## config.mk

```make
export PLATFORM = sky130hd
export DESIGN_NAME = exc_ctrl
export DESIGN_NICKNAME = d
export VERILOG_FILES = /design/src/rtl/exc_pkg.sv /design/src/rtl/exc_prio_enc.sv /design/src/rtl/exc_ctrl.sv
export SDC_FILE = /design/constraint.sdc
export NUM_CORES = 1
export LEC_CHECK = 0
export ABC_AREA = 0
export CAP_MARGIN = 30
export CORE_UTILIZATION = 37
export DETAILED_ROUTE_END_ITERATION = 6
export HOLD_SLACK_MARGIN = 0.02
export PLACE_DENSITY = 0.88
export SYNTH_ARGS = -nofsm -noshare
export SYNTH_HDL_FRONTEND = slang
export SYNTH_SLANG_ARGS = --single-unit
```

## constraint.sdc

```tcl
create_clock -name clk -period 2.2 [get_ports clk]
set_input_delay 0.44 -clock clk [delete_from_list [all_inputs] [get_ports clk]]
set_output_delay 0.44 -clock clk [all_outputs]
set_load 0.005 [all_outputs]
```

## src/rtl/exc_pkg.sv

```systemverilog
// Shared definitions for the exception controller: cause codes, FSM state
// encoding and the handler-vector address helper.
package exc_pkg;

   localparam logic [3:0] CAUSE_NONE     = 4'h0;
   localparam logic [3:0] CAUSE_ADDR     = 4'h1;
   localparam logic [3:0] CAUSE_ILL      = 4'h2;
   localparam logic [3:0] CAUSE_PRIV     = 4'h3;
   localparam logic [3:0] CAUSE_OVF      = 4'h4;
   localparam logic [3:0] CAUSE_SYS      = 4'h5;
   localparam logic [3:0] CAUSE_IRQ_BASE = 4'h8;

   typedef enum logic [0:0] {
      IDLE  = 1'b0,
      FLUSH = 1'b1
   } state_e;

   // Qualified synchronous fault requests, listed from highest to lowest priority.
   typedef struct packed {
      logic addr_err;
      logic ill_inst;
      logic priv;
      logic ovf;
      logic syscall;
   } sync_req_t;

   // Each handler gets a 16-byte slot above the base; the sum wraps modulo 2^32.
   function automatic logic [31:0] vector_addr(input logic [31:0] base,
                                               input logic [3:0]  cause);
      return base + {24'h0, cause, 4'h0};
   endfunction

endpackage

```

## src/rtl/exc_prio_enc.sv

```systemverilog
// Combinational priority encoder: picks the winning request and its cause code.
// Synchronous faults always beat interrupts; among interrupts bit 0 wins.
module exc_prio_enc
   import exc_pkg::*;
#(
   parameter int NUM_IRQ = 4
) (
   input  sync_req_t            sync_i,
   input  logic [NUM_IRQ-1:0]   irq_i,
   output logic                 valid_o,
   output logic [3:0]           cause_o
);

   // Lowest-priority sources are written first so higher ones overwrite them.
   always_comb begin
      valid_o = 1'b0;
      cause_o = CAUSE_NONE;
      for (int i = NUM_IRQ - 1; i >= 0; i--) begin
         if (irq_i[i]) begin
            valid_o = 1'b1;
            cause_o = CAUSE_IRQ_BASE + 4'(i);
         end
      end
      if (sync_i.syscall) begin
         valid_o = 1'b1;
         cause_o = CAUSE_SYS;
      end
      if (sync_i.ovf) begin
         valid_o = 1'b1;
         cause_o = CAUSE_OVF;
      end
      if (sync_i.priv) begin
         valid_o = 1'b1;
         cause_o = CAUSE_PRIV;
      end
      if (sync_i.ill_inst) begin
         valid_o = 1'b1;
         cause_o = CAUSE_ILL;
      end
      if (sync_i.addr_err) begin
         valid_o = 1'b1;
         cause_o = CAUSE_ADDR;
      end
   end

endmodule

```

## src/rtl/exc_ctrl.sv

```systemverilog
// Exception/interrupt controller feeding the status register: qualifies and
// prioritises faults and interrupts, issues exception/rfe strobes, EPC/cause and flush.
module exc_ctrl
   import exc_pkg::*;
#(
   parameter int          NUM_IRQ      = 4,
   parameter int          FLUSH_CYCLES = 3,
   parameter logic [31:0] VEC_BASE     = 32'h0000_0080
) (
   input  logic               clk,
   input  logic               rst,
   input  logic               inst_valid,
   input  logic [31:0]        pc_in,
   input  logic               addr_err,
   input  logic               ill_inst,
   input  logic               priv_inst,
   input  logic               ovf,
   input  logic               syscall,
   input  logic               rfe_req,
   input  logic [NUM_IRQ-1:0] irq,
   input  logic               IE_c,
   input  logic               s_u_c,
   output logic               exception,
   output logic               rfe,
   output logic               flush,
   output logic [31:0]        vec_pc,
   output logic [31:0]        epc,
   output logic [3:0]         cause,
   output logic               irq_pending
);

   localparam int             CNT_W    = (FLUSH_CYCLES > 1) ? $clog2(FLUSH_CYCLES) : 1;
   localparam logic [CNT_W-1:0] CNT_LOAD = CNT_W'(FLUSH_CYCLES - 1);

   state_e             state_q, state_d;
   logic [CNT_W-1:0]   cnt_q, cnt_d;
   logic               exception_q, exception_d;
   logic               rfe_q, rfe_d;
   logic               flush_q, flush_d;
   logic [31:0]        vec_q, vec_d;
   logic [31:0]        epc_q, epc_d;
   logic [3:0]         cause_q, cause_d;

   sync_req_t          sync_req;
   logic [NUM_IRQ-1:0] irq_req;
   logic               win_valid;
   logic [3:0]         win_cause;
   logic               take;
   logic               do_rfe;

   assign sync_req = '{addr_err: inst_valid & addr_err,
                       ill_inst: inst_valid & ill_inst,
                       priv:     inst_valid & priv_inst & ~s_u_c,
                       ovf:      inst_valid & ovf,
                       syscall:  inst_valid & syscall};
   assign irq_req  = irq & {NUM_IRQ{IE_c}};

   exc_prio_enc #(
      .NUM_IRQ (NUM_IRQ)
   ) u_prio (
      .sync_i  (sync_req),
      .irq_i   (irq_req),
      .valid_o (win_valid),
      .cause_o (win_cause)
   );

   // Requests are only honoured in IDLE; an exception always pre-empts rfe.
   assign take   = (state_q == IDLE) & win_valid;
   assign do_rfe = (state_q == IDLE) & ~win_valid & inst_valid & rfe_req;

   always_ff @(posedge clk) begin
      if (rst) begin
         state_q     <= IDLE;
         cnt_q       <= '0;
         exception_q <= 1'b0;
         rfe_q       <= 1'b0;
         flush_q     <= 1'b0;
         vec_q       <= '0;
         epc_q       <= '0;
         cause_q     <= CAUSE_NONE;
      end else begin
         state_q     <= state_d;
         cnt_q       <= cnt_d;
         exception_q <= exception_d;
         rfe_q       <= rfe_d;
         flush_q     <= flush_d;
         vec_q       <= vec_d;
         epc_q       <= epc_d;
         cause_q     <= cause_d;
      end
   end

   // cnt_q counts the flush cycles still owed after the current one.
   always_comb begin
      state_d = state_q;
      cnt_d   = cnt_q;
      case (state_q)
         IDLE: begin
            if (take) begin
               state_d = FLUSH;
               cnt_d   = CNT_LOAD;
            end
         end
         FLUSH: begin
            if (cnt_q == '0) begin
               state_d = IDLE;
            end else begin
               cnt_d = cnt_q - CNT_W'(1);
            end
         end
         default: begin
            state_d = IDLE;
            cnt_d   = '0;
         end
      endcase
   end

   always_comb begin
      exception_d = take;
      rfe_d       = do_rfe;
      flush_d     = take | do_rfe | ((state_q == FLUSH) && (cnt_q != '0));
      epc_d       = take ? pc_in : epc_q;
      cause_d     = take ? win_cause : cause_q;
      vec_d       = take ? vector_addr(VEC_BASE, win_cause) : vec_q;
   end

   assign exception   = exception_q;
   assign rfe         = rfe_q;
   assign flush       = flush_q;
   assign vec_pc      = vec_q;
   assign epc         = epc_q;
   assign cause       = cause_q;
   assign irq_pending = |irq;

endmodule

```

==> results of run 1 <==
-- repair_timing --
action | 4_1_cts | 5_1_grt
endpoints found under the setup margin | 1 | 0
setup buffers | 0 | 0
resized for setup | 1 | 0
-- how the worst max path moves through the flow --
| stage | start | slack, ps | endpoint |
|---|---|---|---|
| 6_report | irq[2] | 60 | irq_pending |
| 4_1_cts | irq[2] | 60 | irq_pending |
| 3_5_place_dp | irq[2] | -140 | epc[3] |
| 5_1_grt | irq[2] | 40 | irq_pending |
| 3_3_place_gp | irq[2] | -90 | irq_pending |
| 2_1_floorplan | irq[2] | 470 | cause[0] |
-- state kept, by name (all words and copies together), names as in the netlist --
name,flops
flush,1
epc,32
rfe,1
state_q,1
exception,1
vec_pc,1
cnt_q,2
cause,4
-- power by group through the flow --
stage,logic (mW),registers (mW),clock network (mW)
finish,0.498,0.887,0.493
floorplan,0.254,0.904,0
global placement,0.491,0.902,0
CTS,0.503,0.888,0.517
global route,0.547,0.896,0.546
detailed placement,0.500,0.906,0
-- final cells by class --
type                            count  area, um^2  share of cell area
Sequential cell                    43       860.8              0.2907
Clock buffer                        6       82.58             0.02788
Clock inverter                      1       5.005            0.001690
Tap cell                           70       87.58             0.02957
Timing Repair Buffer              103        1045              0.3528
Inverter                            5       18.77            0.006337
Multi-Input combinational cell    167       862.1              0.2911
-- metal layers --
layer,vias up,GRT usage,part of all wire
met2,78,0.3053,0.50
met4,0,0.06709,0.012
met1,805,0.1715,0.41
met5,-,0,0
met3,6,0.04150,0.073
li1,885,-,-
-- kinds of logic after synthesis --
logic type	count (synthesis)
AOI/OAI and AO/OA	53
and+or+nand+nor	86
buffers and inverters	49
other	1
DFF	43
adders and majority gates	1
-- cell usage in the layout, fill, tap and decap left out, types with 2 or more instances in the layout --
| master | instances |
|---|---|
| clkdlybuf4s50_1 | 89 |
| nand2_1 | 58 |
| dfxtp_1 | 43 |
| a21oi_1 | 30 |
| conb_1 | 27 |
| nand2_2 | 10 |
| a21oi_2 | 10 |
| buf_4 | 8 |
| nor2_1 | 6 |
| clkbuf_8 | 6 |
| inv_1 | 5 |
| buf_12 | 4 |
| nor2b_1 | 3 |
| o21ai_0 | 3 |
| nor3_1 | 2 |
-- worst reg2reg max path, stage by stage, from the launching register on --
cell and delay [ps]:
dfxtp_1 540, a31o_4 210, buf_12 170, nand2_1 70, a21oi_1 150
-- metrics by stage --
step                      hold slack (ps)  std cells
after global routing                400.7        395
final                               385.5        395
after floorplan                     443.5        259
after global placement              440.2        388
after CTS                           377.5        395
after detailed placement            445.8        388
==> results.yml, run 1 <==
clock_tree:
  clock_sinks: 43
  clk_pin_slew_ps: 70
  cts_buffers: 5
  cts_root_buf: "clkbuf_8"
  ctsHtreeMaxLevel: 2
  clk_latency_ps: 280
  clk_path_buf_depth: 2
  cts_tree: "done"
  hold_buffers: 0
yosys:
  synth-async-reset-ratio: 0
  seq_area_frac_synth: 0.4413
  synthTopCellsByArea: "dfxtp_1, buf_4, nand2_1, a21oi_1, a21oi_2"
  synth_top_family_by_area: "simple AND/OR/NAND/NOR gates"
  synthXorXnorAreaFrac: 0
  yosysTopAreaCell: "dfxtp_1"
  muxShareOfSynthArea: 0
  ys_seq_elements: 43
  synth_edf_count: 0
  synth_most_common_cell: "nand2_1"
  synth_compound_area_frac: 0.1796
  synth_cell_type_count: 35
  netlist_area_um2: 1951
  synthFlopType: "dfxtp_1"
  yosys_warnings: 0
  synthAdderAreaFrac: 0.006414
  synth_simple_gate_area_frac: 0.1995
  synth_commonest_cells: "nand2_1, dfxtp_1, buf_4"
  synth_area_per_cell_um2: 8.372
  netlist_instances: 233
  netlist.area_leader.share: 0.4413
pwr:
  power_frac_clock: 0.263
  p_leak_nw: 1.172
  peakVddDrop_uv: 358.0
  switchingPower_mw: 0.4941
  power.total_mw: 1.878
  swShare: 0.2631
  combPwrFrac: 0.265
  seq_power_share: 0.472
  intPower_mw: 1.384
  powerDensity_nw_per_um2: 634.2
timing:
  slew_viol_final: 0
  max_clock_freq_mhz: 467.8
  hold_violations: 0
  post-route-period-util: 0.9716
  rsz0062_at_grt: "no"
  finClkSkew_ps: 4.982
  setup_viol: 0
  min_period_ps: 2138
  tightestPinTransition_ps: 584.9
  setup_tns_ps: 0
  setup_ws_ps: 62.48
  slew_headroom: 0.6075
grt:
  antenna_found_initial: 0
  overflow: 0
  grt_pass1_wl_mm: 6.941
  grt_max_degree: 22
  grt_pass1_vias: 1633
  grt_usage: 0.1625
min_path:
  min_from: "rst"
  min_to: "state_q"
  min_path_cells: 2
  min_path_type: "primary input to register"
placement:
  place_congestion: 0.7964
  io_buffers: 91
  post-place-ws_ps: -137.7
  dpl.hpwl_mm: 3.395
  post_dp_cell_area_um2: 2875
setup_path:
  critPathMaxFanout: 2
  startpoint_type: "primary input"
  critPathArrivalTime_ps: 1700
  crit_required_ps: 1760
  crit_type: "primary input to primary output"
  worst-path-buf-inv: 2
  r2r-start: "state_q"
  crit_slowest_cell: "or4_4"
  critPathMaxStageDelay_ps: 540
  r2r_slack_ps: 1000
  timing.rr.end: "epc[3]"
  crit_path_end_kind: "primary output"
  worstSetupPathDepth: 3
  r2r_cells: 4
  critPathTopFamily: "buffers and inverters"
  crit_path_cell_trace: "clkdlybuf4s50_1 -> or4_4 -> dlygate4sd2_1"
final_layout:
  final_nets: 373
  areaGrowthSynthToFinish_pct: 51.83
  antenna_cells: 0
  drive_above_1_share: 0.1385
  final_util: 0.5799
  fill_cells: 465
  stdcell_area_um2: 2962
outcome:
  status: "finished clean"
die:
  fp-row-count: 26
  ios: 119
  die_w_um: 74.61
  die_area_um2: 5567
  core_area_um2: 5107
  start_util: 0.3819
  die_y_um: 74.61
job:
  cap_violations: 0
routing:
  totalWireLength_mm: 4.421
  viasPerCell: 4.491
  drt-wirelength-per-cell_um: 11.19
  ant_nets: 0
  firstDrtPassIters: 4
  vias: 1774
  drc: 0
  drt_iter0_drc: 19
No activity file was read; power rests on OpenSTA's default activity.
==> run 2: changes to the inputs <==
CORE_MARGIN = 3   (was unset)
==> run 2 against run 1 <==
Clock skew about the same. Critical path type unchanged. Clock power fell by 1%. Sequential power about the same. Power decreased by 0.56%. Flip-flop and latch count stayed put.
==> results.yml, run 2 (synthesis gave the netlist of run 1 again) <==
outcome:
  status: "finished clean"
clock_tree:
  clock_sinks: 43
  clk_latency_ps: 280
  clk_path_buf_depth: 2
  cts_buffers: 5
  postCtsSetupRepairBufs: 0
  clk_pin_slew_ps: 70
  ctsHtreeMaxLevel: 2
  cts_root_buf: "clkbuf_8"
  cts_tree: "done"
pwr:
  intPower_mw: 1.379
  p_leak_nw: 1.172
  switchingPower_mw: 0.4884
  powerDensity_nw_per_um2: 632.5
  peakVddDrop_uv: 403.2
  seq_power_share: 0.476
  combPwrFrac: 0.263
  swShare: 0.2615
  power_frac_clock: 0.261
setup_path:
  crit_slowest_cell: "or4_4"
  critPathArrivalTime_ps: 1700
  critPathMaxStageDelay_ps: 530
  crit_type: "primary input to primary output"
  crit_required_ps: 1760
  startpoint_type: "primary input"
  crit_path_cell_trace: "clkdlybuf4s50_1 -> or4_4 -> dlygate4sd2_1"
  crit_path_end_kind: "primary output"
  critPathMaxFanout: 2
grt:
  grt_usage: 0.1555
  grt_max_degree: 27
  grt_pass1_wl_mm: 7.852
  grt_use_met1: 0.1708
  met2_usage: 0.2818
  overflow: 0
  grt.busiest_layer: "met2"
  antenna_found_initial: 0
  grt_use_met3: 0.04931
  grt_pass1_vias: 1736
routing:
  drt-wirelength-per-cell_um: 11.98
  totalWireLength_mm: 4.710
  drt_iter0_drc: 47
  vias: 1754
  viasPerCell: 4.463
  ant_nets: 0
  drc: 0
  firstDrtPassIters: 4
timing:
  post-route-period-util: 0.9737
  slew_viol_final: 0
  finClkSkew_ps: 5.295
  tightestPinTransition_ps: 611.7
  rsz0062_at_grt: "no"
  setup_tns_ps: 0
  setup_viol: 0
  hold_violations: 0
  min_period_ps: 2142
  slew_headroom: 0.5898
  fin_hold_ws_ps: 455.1
  max_clock_freq_mhz: 466.8
die:
  start_util: 0.3972
  die_w_um: 78.61
  die_y_um: 78.61
  ios: 119
  die_area_um2: 6180
  core_area_um2: 4911
  fp-row-count: 25
final_layout:
  final_util: 0.6013
  stdcell_area_um2: 2953
  mostFrequentLayoutCells: "clkdlybuf4s50_1, nand2_1, dfxtp_1"
  drive_above_1_share: 0.1411
  fill_cells: 433
  antenna_cells: 0
  final_nets: 374
  largest_reg_flops: 32
  final_common_cell: "clkdlybuf4s50_1"
  fin_cells: 393
  areaGrowthSynthToFinish_pct: 51.38
placement:
  dp.cells: 386
  io_buffers: 91
  dpl.hpwl_mm: 3.655
  post_dp_cell_area_um2: 2867
  place_congestion: 0.8155
job:
  cap_violations: 0
min_path:
  min_path_type: "register to register"
[run 2: worst max-delay path: cells and delay by family]
| kind | cells | cell delay (ps) |
|---|---|---|
| buffers and inverters | 2 | 730 |
| and+or+nand+nor | 1 | 530 |
[run 2: worst paths after layout]
kind / start / endpoint / slack [ps] / cells past startpoint
worst max-delay path: irq[3] / irq_pending / 60 / 3
worst max register to register: state_q / epc[31] / 1000 / 4
worst min register to register: epc[2] / epc[2] / 460 / 2
worst min-delay path: epc[2] / epc[2] / 460 / 2
[run 2: layer usage]
| metal | vias up | part of all wire |
|---|---|---|
| li1 | 885 | - |
| met1 | 786 | 0.40 |
| met2 | 76 | 0.49 |
| met3 | 7 | 0.094 |
| met4 | 0 | 0.014 |
| met5 | - | 0 |
[run 2: stage by stage]
stage / worst slack (ps) / power [mW]
after floorplan: 470.9 / 1.158
after global placement: -93.53 / 1.389
after detailed placement: -124.4 / 1.403
after CTS: 59.40 / 1.894
after global routing: 26.79 / 1.979
final: 57.96 / 1.868
[run 2: cell type report]
cell class,instances,area [um^2],area share
clock buffer,6,82.58,0.02797
clock inverter,1,5.005,0.001695
inverter,5,18.77,0.006356
multi-input combinational,167,862.1,0.2919
sequential,43,860.8,0.2915
tap,67,83.83,0.02839
timing repair buffer,104,1040,0.3521
[run 2: repair_timing]
item / 4_1_cts / 5_1_grt
hold buffers: 0 / 0
endpoints found under the setup margin: 1 / 0
endpoints found under the hold margin: 0 / 0
resized for setup: 1 / 0
[run 2: power by group through the flow]
stage / clock network [mW] / logic [mW] / registers [mW]
floorplan: 0 / 0.254 / 0.904
global route: 0.540 / 0.540 / 0.899
global placement: 0 / 0.487 / 0.902
CTS: 0.507 / 0.499 / 0.889
detailed placement: 0 / 0.496 / 0.907
finish: 0.487 / 0.492 / 0.888
